**config.mk**
```make
export PLATFORM = sky130hd
export DESIGN_NAME = fft_frame_packer
export DESIGN_NICKNAME = d
export VERILOG_FILES = /design/src/rtl/fft_frame_packer.sv
export SDC_FILE = /design/constraint.sdc
export NUM_CORES = 2
export LEC_CHECK = 0
export ABC_AREA = 1
export BUFFER_PORTS_ARGS = -buffer_cell sky130_fd_sc_hd__clkbuf_2
export CAP_MARGIN = 20
export CORE_ASPECT_RATIO = 0.6
export CORE_MARGIN = 2
export CORE_UTILIZATION = 60
export CTS_CLUSTER_SIZE = 16
export DETAILED_ROUTE_END_ITERATION = 10
export PLACE_DENSITY = 0.76
export SLEW_MARGIN = 20
export SYNTH_ARGS = -nofsm -noshare
export SYNTH_HDL_FRONTEND = slang
export SYNTH_SLANG_ARGS = --single-unit
```
**constraint.sdc**
```tcl
create_clock -name clk -period 2.5 [get_ports clk]
set_input_delay 0.25 -clock clk [delete_from_list [all_inputs] [get_ports clk]]
set_output_delay 0.25 -clock clk [all_outputs]
set_load 0.05 [all_outputs]
```
**src/rtl/fft_frame_packer.sv**
```systemverilog
// Packs a continuous sample stream into FRAME_LEN-sample frames through a two-bank
// ping-pong buffer; samples arriving while both banks are full are dropped and counted.
module fft_frame_packer #(
    parameter int DATA_W    = 12,
    parameter int FRAME_LEN = 64,
    parameter int CNT_W     = 16
) (
    input  logic              clk,
    input  logic              rst_n,
    input  logic [DATA_W-1:0] in_data,
    input  logic              in_valid,
    output logic [DATA_W-1:0] out_data,
    output logic              out_valid,
    input  logic              out_ready,
    output logic              out_sop,
    output logic              out_eop,
    output logic [CNT_W-1:0]  drop_cnt
);
    localparam int IDX_W = $clog2(FRAME_LEN);
    localparam logic [IDX_W-1:0] LAST_IDX = IDX_W'(FRAME_LEN - 1);

    // Handshake: a sample leaves when out_valid & out_ready at a rising edge; while
    // out_valid is high and out_ready low, out_data/out_sop/out_eop do not change.
    typedef enum logic {W_WAIT = 1'b0, W_FILL = 1'b1} w_state_t;
    typedef enum logic {R_IDLE = 1'b0, R_SEND = 1'b1} r_state_t;

    w_state_t          w_state_q, w_state_d;
    r_state_t          r_state_q, r_state_d;
    logic              wr_bank_q, wr_bank_d;
    logic              rd_bank_q, rd_bank_d;
    logic [IDX_W-1:0]  wr_idx_q, wr_idx_d;
    logic [IDX_W-1:0]  rd_idx_q, rd_idx_d;
    logic [1:0]        full_q, full_d;
    logic [CNT_W-1:0]  drop_cnt_q, drop_cnt_d;

    logic              wr_en;
    logic              set_full;
    logic              clr_full;
    logic              drop;
    logic [DATA_W-1:0] mem_q [0:2*FRAME_LEN-1];

    // Write side. wr_idx is always 0 in W_WAIT, so the first sample lands at index 0.
    always_comb begin
        w_state_d = w_state_q;
        wr_bank_d = wr_bank_q;
        wr_idx_d  = wr_idx_q;
        wr_en     = 1'b0;
        set_full  = 1'b0;
        drop      = 1'b0;
        case (w_state_q)
            W_WAIT: begin
                if (!full_q[wr_bank_q]) begin
                    w_state_d = W_FILL;
                    if (in_valid) begin
                        wr_en    = 1'b1;
                        wr_idx_d = IDX_W'(1);
                    end
                end else if (in_valid) begin
                    drop = 1'b1;
                end
            end
            W_FILL: begin
                if (in_valid) begin
                    wr_en = 1'b1;
                    if (wr_idx_q == LAST_IDX) begin
                        set_full  = 1'b1;
                        wr_bank_d = ~wr_bank_q;
                        wr_idx_d  = '0;
                        w_state_d = W_WAIT;
                    end else begin
                        wr_idx_d = wr_idx_q + IDX_W'(1);
                    end
                end
            end
            default: w_state_d = W_WAIT;
        endcase
    end

    always_comb begin
        r_state_d = r_state_q;
        rd_bank_d = rd_bank_q;
        rd_idx_d  = rd_idx_q;
        clr_full  = 1'b0;
        case (r_state_q)
            R_IDLE: begin
                if (full_q[rd_bank_q]) begin
                    r_state_d = R_SEND;
                    rd_idx_d  = '0;
                end
            end
            R_SEND: begin
                if (out_ready) begin
                    if (rd_idx_q == LAST_IDX) begin
                        clr_full  = 1'b1;
                        rd_bank_d = ~rd_bank_q;
                        rd_idx_d  = '0;
                        r_state_d = R_IDLE;
                    end else begin
                        rd_idx_d = rd_idx_q + IDX_W'(1);
                    end
                end
            end
            default: r_state_d = R_IDLE;
        endcase
    end

    // Set and clear never target the same bank: the bank being filled is never full.
    always_comb begin
        full_d = full_q;
        if (clr_full) full_d[rd_bank_q] = 1'b0;
        if (set_full) full_d[wr_bank_q] = 1'b1;
        drop_cnt_d = drop_cnt_q;
        if (drop && (drop_cnt_q != {CNT_W{1'b1}})) drop_cnt_d = drop_cnt_q + CNT_W'(1);
    end

    always_ff @(posedge clk or negedge rst_n) begin
        if (!rst_n) begin
            w_state_q  <= W_WAIT;
            r_state_q  <= R_IDLE;
            wr_bank_q  <= 1'b0;
            rd_bank_q  <= 1'b0;
            wr_idx_q   <= '0;
            rd_idx_q   <= '0;
            full_q     <= '0;
            drop_cnt_q <= '0;
        end else begin
            w_state_q  <= w_state_d;
            r_state_q  <= r_state_d;
            wr_bank_q  <= wr_bank_d;
            rd_bank_q  <= rd_bank_d;
            wr_idx_q   <= wr_idx_d;
            rd_idx_q   <= rd_idx_d;
            full_q     <= full_d;
            drop_cnt_q <= drop_cnt_d;
        end
    end

    always_ff @(posedge clk) begin
        if (wr_en) mem_q[{wr_bank_q, wr_idx_q}] <= in_data;
    end

    assign out_valid = (r_state_q == R_SEND);
    assign out_data  = out_valid ? mem_q[{rd_bank_q, rd_idx_q}] : '0;
    assign out_sop   = out_valid && (rd_idx_q == '0);
    assign out_eop   = out_valid && (rd_idx_q == LAST_IDX);
    assign drop_cnt  = drop_cnt_q;

endmodule

```
# [Word level (Yosys, flattened, before mapping)]
# Memory sizes are Yosys's and may differ from the RTL's.
# Cells that the tools add are included.
[word_totals] regBits=34 ramBits=1536 inputBits=16 output_inout_bits=31 mem_count=1
[op_classes] add_sub_neg=3 n_lt_le_gt_ge=4 n_eq_ne=8 n_mux=41 bitwise_logic=7 reduce_logical=10
[mem_list] name="mem_q" words=128 word_bits=12 rd=1 rd_ports_with_merged_regs=0 wr=1 line="40" rtl="logic [DATA_W-1:0] mem_q [0:2*FRAME_LEN-1];"
[op_table] cell="6-bit 2-to-1 mux" n=7
[op_table] cell="1-bit 2-to-1 mux" n=24
[op_table] cell="6-bit one-hot mux with 2 select lines" n=2
[op_table] cell="16-bit by 1-bit adder with 16-bit output (second input constant)" n=1
[op_table] cell="16-bit != test (second input constant)" n=1
[op_table] cell="6-bit by 1-bit adder with 6-bit output (second input constant)" n=2
[op_table] cell="6-bit equality test (second input constant)" n=2
[op_table] cell="12-bit 2-to-1 mux" n=1
[op_table] cell="2-bit != test (second input constant)" n=5
[op_table] cell="3-bit AND reduction" n=3
[op_table] cell="6-bit zero test" n=1
[op_table] cell="1-bit one-hot mux with 2 select lines" n=3
[op_table] cell="1-bit logical AND" n=5
[op_table] cell="1-bit by 2-bit < comparator with 1-bit output (second input constant)" n=2
[op_table] cell="2-bit 2-to-1 mux" n=2
[op_table] cell="1-bit inverter" n=4
[op_table] cell="2-bit AND" n=1
[op_table] cell="1-bit demux with 1-bit select" n=2
[op_table] cell="1-bit greater-or-equal comparator (second input constant)" n=2
[op_table] cell="2-bit inverter" n=1
[op_table] cell="2-bit bitwise OR" n=1
[op_table] cell="2-bit AND reduction" n=1

# [Logic depth before layout (Yosys ltp)]
[depth] depth_word=9 depth_mapped=16 ltp_nobuf=12

# [Worst setup path after synthesis]
# No wires, ideal clock.
[synth_path] path_kind="register to output" from="register rd_idx_q[0]" to="output out_data[6]" arrival_time_ps=2197 required_time_ps=2250 slack_ps=53 path_stages_with_launch=16 path_buffers=4 path_cell_list="dfrtp_1 -> buf_4 -> buf_6 -> buf_6 -> buf_4 -> nand2_1 -> nand3_1 -> nand2_1 -> nand2_1 -> nand2_1 -> nor2_1 -> nor2_1 -> nor2_1 -> nand3_1 -> nand2_1 -> nor2_1"
[synth_via] elab_chain_len=2
[synth_lines] element="start: declaration" line="32" rtl="logic [IDX_W-1:0] rd_idx_q, rd_idx_d;"
[synth_lines] element="start signal: assignment" line="132" rtl="rd_idx_q <= rd_idx_d;"
[synth_lines] element="memory 128 x 12 bit"
[synth_lines] element="12-bit 2-to-1 mux" line="143" rtl="assign out_data = out_valid ? mem_q[{rd_bank_q, rd_idx_q}] : '0;"
[synth_lines] element="end: declaration" line="12" rtl="output logic [DATA_W-1:0] out_data,"
# Every way passes these cells.

# [Final worst setup path]
[layout_path] from="register rd_idx_q[0]" to="output out_data[4]"
# Same word-level chain as after synthesis.

==> impl_metrics.prom <==
# TYPE chip_impl_metric gauge
chip_impl_metric{name="rows",unit=""} 93
chip_impl_info{name="timing_worst_setup_path_type",value="register to output pin"} 1
chip_impl_metric{name="grt_overall_usage",unit="%"} 33.7
chip_impl_metric{name="vdd_ir_drop_max",unit="V"} 0.000763
chip_impl_metric{name="first_global_vias",unit=""} 45004
chip_impl_metric{name="placement.io_buffers",unit=""} 46
chip_impl_metric{name="timing_hold_violations_final",unit=""} 0
chip_impl_metric{name="finalWorstSetupSlack",unit="ns"} -1.08
chip_impl_metric{name="slew_viol_final",unit=""} 0
chip_impl_info{name="failed_checks",value="negative setup slack"} 1
chip_impl_metric{name="synthesis.instances",unit=""} 5944
chip_impl_metric{name="final_period_demand_of_the_worst_path",unit="ns"} 3.58
chip_impl_metric{name="worst-endpoint-required",unit="ns"} 2.25
chip_impl_metric{name="synth-warning-count",unit=""} 0
chip_impl_metric{name="floorplan.die.height",unit="µm"} 260
chip_impl_info{name="final_cell_mix",value="edfxtp_1 (1536), nand2_1 (1245), nor2_1 (1015)"} 1
chip_impl_metric{name="floorplan.core_area",unit="µm²"} 108000
chip_impl_metric{name="final-setup-viol-count",unit=""} 14
chip_impl_info{name="tritoncts_clock_tree",value="done"} 1
chip_impl_metric{name="dp.cells",unit=""} 7572
chip_impl_metric{name="layout_cell_share_with_drive_strength_beyond_1",unit="%"} 16.2
chip_impl_info{name="leading_cell_types_by_total_area_after_synthesis",value="edfxtp_1 (70%), nand2_1 (7.5%), nor2_1 (6.4%), inv_1 (2.7%), o21ai_0 (2.6%)"} 1
chip_impl_metric{name="hpwlAfterDp",unit="µm"} 114000
chip_impl_info{name="r2r-start",value="wr_bank_q$_DFFE_PN0P_"} 1
chip_impl_metric{name="layout-area-overhead-vs-synth",unit="%"} 18.8
chip_impl_metric{name="arrival_time_at_the_worst_endpoint",unit="ns"} 3.33
chip_impl_metric{name="design.final.nets",unit=""} 6363
chip_impl_info{name="worst_setup_path_start_kind",value="register"} 1
chip_impl_metric{name="setup_tns",unit="ns"} -13.14
chip_impl_metric{name="finalWirelength",unit="µm"} 191000
chip_impl_metric{name="timing.max_slew.rel_slack",unit="%"} 35.6
chip_impl_metric{name="worst_hold_slack",unit="ns"} 0.0234
chip_impl_metric{name="final.fill_count",unit=""} 6760
chip_impl_metric{name="starting_utilization_of_the_core_area",unit="%"} 60.8
chip_impl_metric{name="leakage",unit="µW"} 0.0299
chip_impl_metric{name="cts.sinks",unit=""} 1570
chip_impl_metric{name="drt_drc_violations_left",unit=""} 0
chip_impl_info{name="clockRootBuffer",value="clkbuf_16"} 1
chip_impl_metric{name="yosysTopAreaCellShare",unit="%"} 70.3
chip_impl_info{name="worstHoldPathType",value="primary input to register"} 1
chip_impl_metric{name="grt-ovfl-total",unit=""} 0
chip_impl_metric{name="synth_edf_count",unit=""} 1536
chip_impl_metric{name="post_drt_via_cell_ratio",unit=""} 6.06
chip_impl_info{name="hp-start",value="in_data[2]"} 1
chip_impl_info{name="path_cells",value="buf_6 -> buf_12 -> buf_16 -> buf_16 -> nor2_1 -> nor2_1 -> o21ai_0 -> o21ai_1 -> nand2_1 -> nand3_1 -> nor2_4 -> nor2_2 -> nor2_2 -> nor2_4 -> buf_12"} 1
chip_impl_metric{name="wire_per_inst",unit="µm"} 24.3
chip_impl_metric{name="io_pins",unit=""} 47
chip_impl_metric{name="slowest_delay",unit="ns"} 0.56
chip_impl_metric{name="maximum_number_of_pins_on_one_net_before_global_route_repair",unit=""} 129
chip_impl_metric{name="per_instance_average_area_after_synthesis",unit="µm²"} 11.0
chip_impl_metric{name="finish.cell_count_without_fillers",unit=""} 7876
chip_impl_info{name="crit_path_start",value="rd_idx_q[0]$_DFFE_PN0P_"} 1
chip_impl_info{name="top_reg_cell_synth",value="edfxtp_1"} 1
chip_impl_metric{name="clock_latency",unit="ns"} 0.78
chip_impl_metric{name="via_count",unit=""} 47720
chip_impl_info{name="final_common_cell",value="edfxtp_1"} 1
chip_impl_metric{name="maxcap_viol_count",unit=""} 0
chip_impl_metric{name="clock_path_buffers",unit=""} 3
chip_impl_metric{name="drt_iter0_markers",unit=""} 8190
chip_impl_info{name="synth_top_cell_by_area",value="edfxtp_1"} 1
chip_impl_metric{name="achievable_clock_frequency",unit="MHz"} 279
chip_impl_metric{name="power.density_cell_area",unit="nW/µm²"} 1020
chip_impl_info{name="endpoint_kind",value="output pin"} 1
chip_impl_metric{name="numCtsBuffers",unit=""} 140
chip_impl_metric{name="drtAntennaViolNets",unit=""} 0
chip_impl_metric{name="synth_nets",unit=""} 5964
chip_impl_info{name="rsz0062_at_grt",value="true"} 1
chip_impl_info{name="slowest_stage",value="dfrtp_4"} 1
chip_impl_metric{name="crit_fanout",unit=""} 8
chip_impl_metric{name="synth.yosys.seq_area_share",unit="%"} 71.6
chip_impl_metric{name="die_area",unit="µm²"} 112000
chip_impl_metric{name="dieWidth",unit="µm"} 431
chip_impl_metric{name="cts.htree.levels",unit=""} 4
chip_impl_metric{name="skew",unit="ns"} 0.0220
chip_impl_info{name="run_status",value="complete, but fails checks"} 1
chip_impl_metric{name="gp_congestion",unit=""} 0.950
chip_impl_metric{name="clk_pin_slew",unit="ns"} 0.06
chip_impl_metric{name="dpl_worst_slack",unit="ns"} -0.592
chip_impl_metric{name="synth.cell_area",unit="µm²"} 65600
chip_impl_metric{name="ys_ff_latch",unit=""} 1570
chip_impl_metric{name="drt_pre_antenna_iters",unit=""} 8
chip_impl_metric{name="synth_cell_types",unit=""} 30
chip_impl_metric{name="final.period_utilization",unit="%"} 143
chip_impl_metric{name="postSynth.asyncResetShare",unit="%"} 2.17
chip_impl_metric{name="worst_slew_pin_slew",unit="ns"} 0.967
chip_impl_metric{name="initial_antenna_violation_count",unit=""} 3
chip_impl_metric{name="grt_first_pass_wirelength",unit="µm"} 281000
## cells in the mapped netlist, types with 3 or more instances
library cell and number:
a21oi_1 25, xnor2_1 3, clkbuf_1 130, xor2_1 19, edfxtp_1 1536, dfrtp_1 34
nand2_1 1318, ha_1 4, nor2_1 1118, inv_1 464, nand3_1 337, o21ai_1 330
buf_4 45, o22ai_1 41, nor3_1 13, or2_2 12, buf_2 88, buf_1 28
buf_6 32, o21ai_0 345, and3_1 13
## stage by stage
step / area [µm²] / power (µW) / util (%)
6_report: 77900 / 79600 / 72.2
4_1_cts: 76800 / 77100 / 71.2
3_5_place_dp: 70900 / 53700 / 65.7
2_1_floorplan: 65600 / 43800 / -
5_1_grt: 77900 / 82300 / 72.2
3_3_place_gp: 70900 / 53100 / 65.7
## registers in the layout (all words and copies together), names as in the netlist
| register | count |
|---|---|
| mem_q | 1536 |
| drop_cnt | 16 |
| rd_idx_q | 6 |
| wr_idx_q | 6 |
| full_q | 2 |
| out_valid | 1 |
| rd_bank_q | 1 |
| w_state_q | 1 |
| wr_bank_q | 1 |
## area by class of cell
cell class              instances  area, µm²  area share (%)
clock buffers                 176       3790            4.86
inverters                     466       1780            2.29
well taps                    1425       1780            2.29
multi-input cells            3585      16400            21.0
repair buffers                578       6590            8.45
flip-flops and latches       1570      47000            60.3
clock inverters                72        534           0.686
repair inverters                2       60.1          0.0771
diodes                          2       5.00         0.00642
## power breakdown
| part | internal, µW | switching (µW) |
|---|---|---|
| logic | 10900 | 18300 |
| registers | 29300 | 229 |
| clock network | 11400 | 9520 |
| total | 51600 | 28000 |
## what timing repair did
item	CTS	global route
endpoints found under the setup margin	14	1234
pin swaps	69	91
hold buffers	12	0
cloned	18	14
gates resized for setup	255	225
setup buffers	15	14
hold endpoints to repair	157	0
## kinds of logic after synthesis
logic type,Yosys count,share of synthesized area [%]
AND/OR/NAND/NOR,2816,16.9
flip-flops,1570,71.6
buffers and inverters,789,5.31
AO/OA/AOI/OAI,742,5.75
XOR/XNOR,22,0.294
adder cells (fa/ha/maj),4,0.0763
multiplexers,1,0.0153
## worst max-delay path: cells and delay by family, from the launching register on
family | cells | cell delay [ns]
AO/OA/AOI/OAI | 2 | 0.15
buffers and inverters | 5 | 0.77
flip-flops | 1 | 0.56
AND/OR/NAND/NOR | 8 | 1.03
## layer usage
metal,up-vias,track usage (%),wire length [µm]
met3,467,10.5,30800
met2,3766,47.5,81500
li1,20782,-,-
met5,-,0,64
met4,2,11.6,6170
met1,22703,49.9,72900
## worst paths after layout
kind                                      endpoint  depth (start not counted)  slack [ns]
hold / removal              mem_q[51][2]$_DFFE_PP_                          2        0.02
max in group asynchronous  rd_idx_q[0]$_DFFE_PN0P_                          4        0.89
hold reg to reg            drop_cnt[5]$_DFFE_PN0P_                          1        0.52
setup reg to reg            mem_q[19][3]$_DFFE_PP_                         12        0.06
setup / recovery                       out_data[4]                         15       -1.08
min in group asynchronous  wr_idx_q[0]$_DFFE_PN0P_                          3        0.54
(Power assumes the default switching activity.)
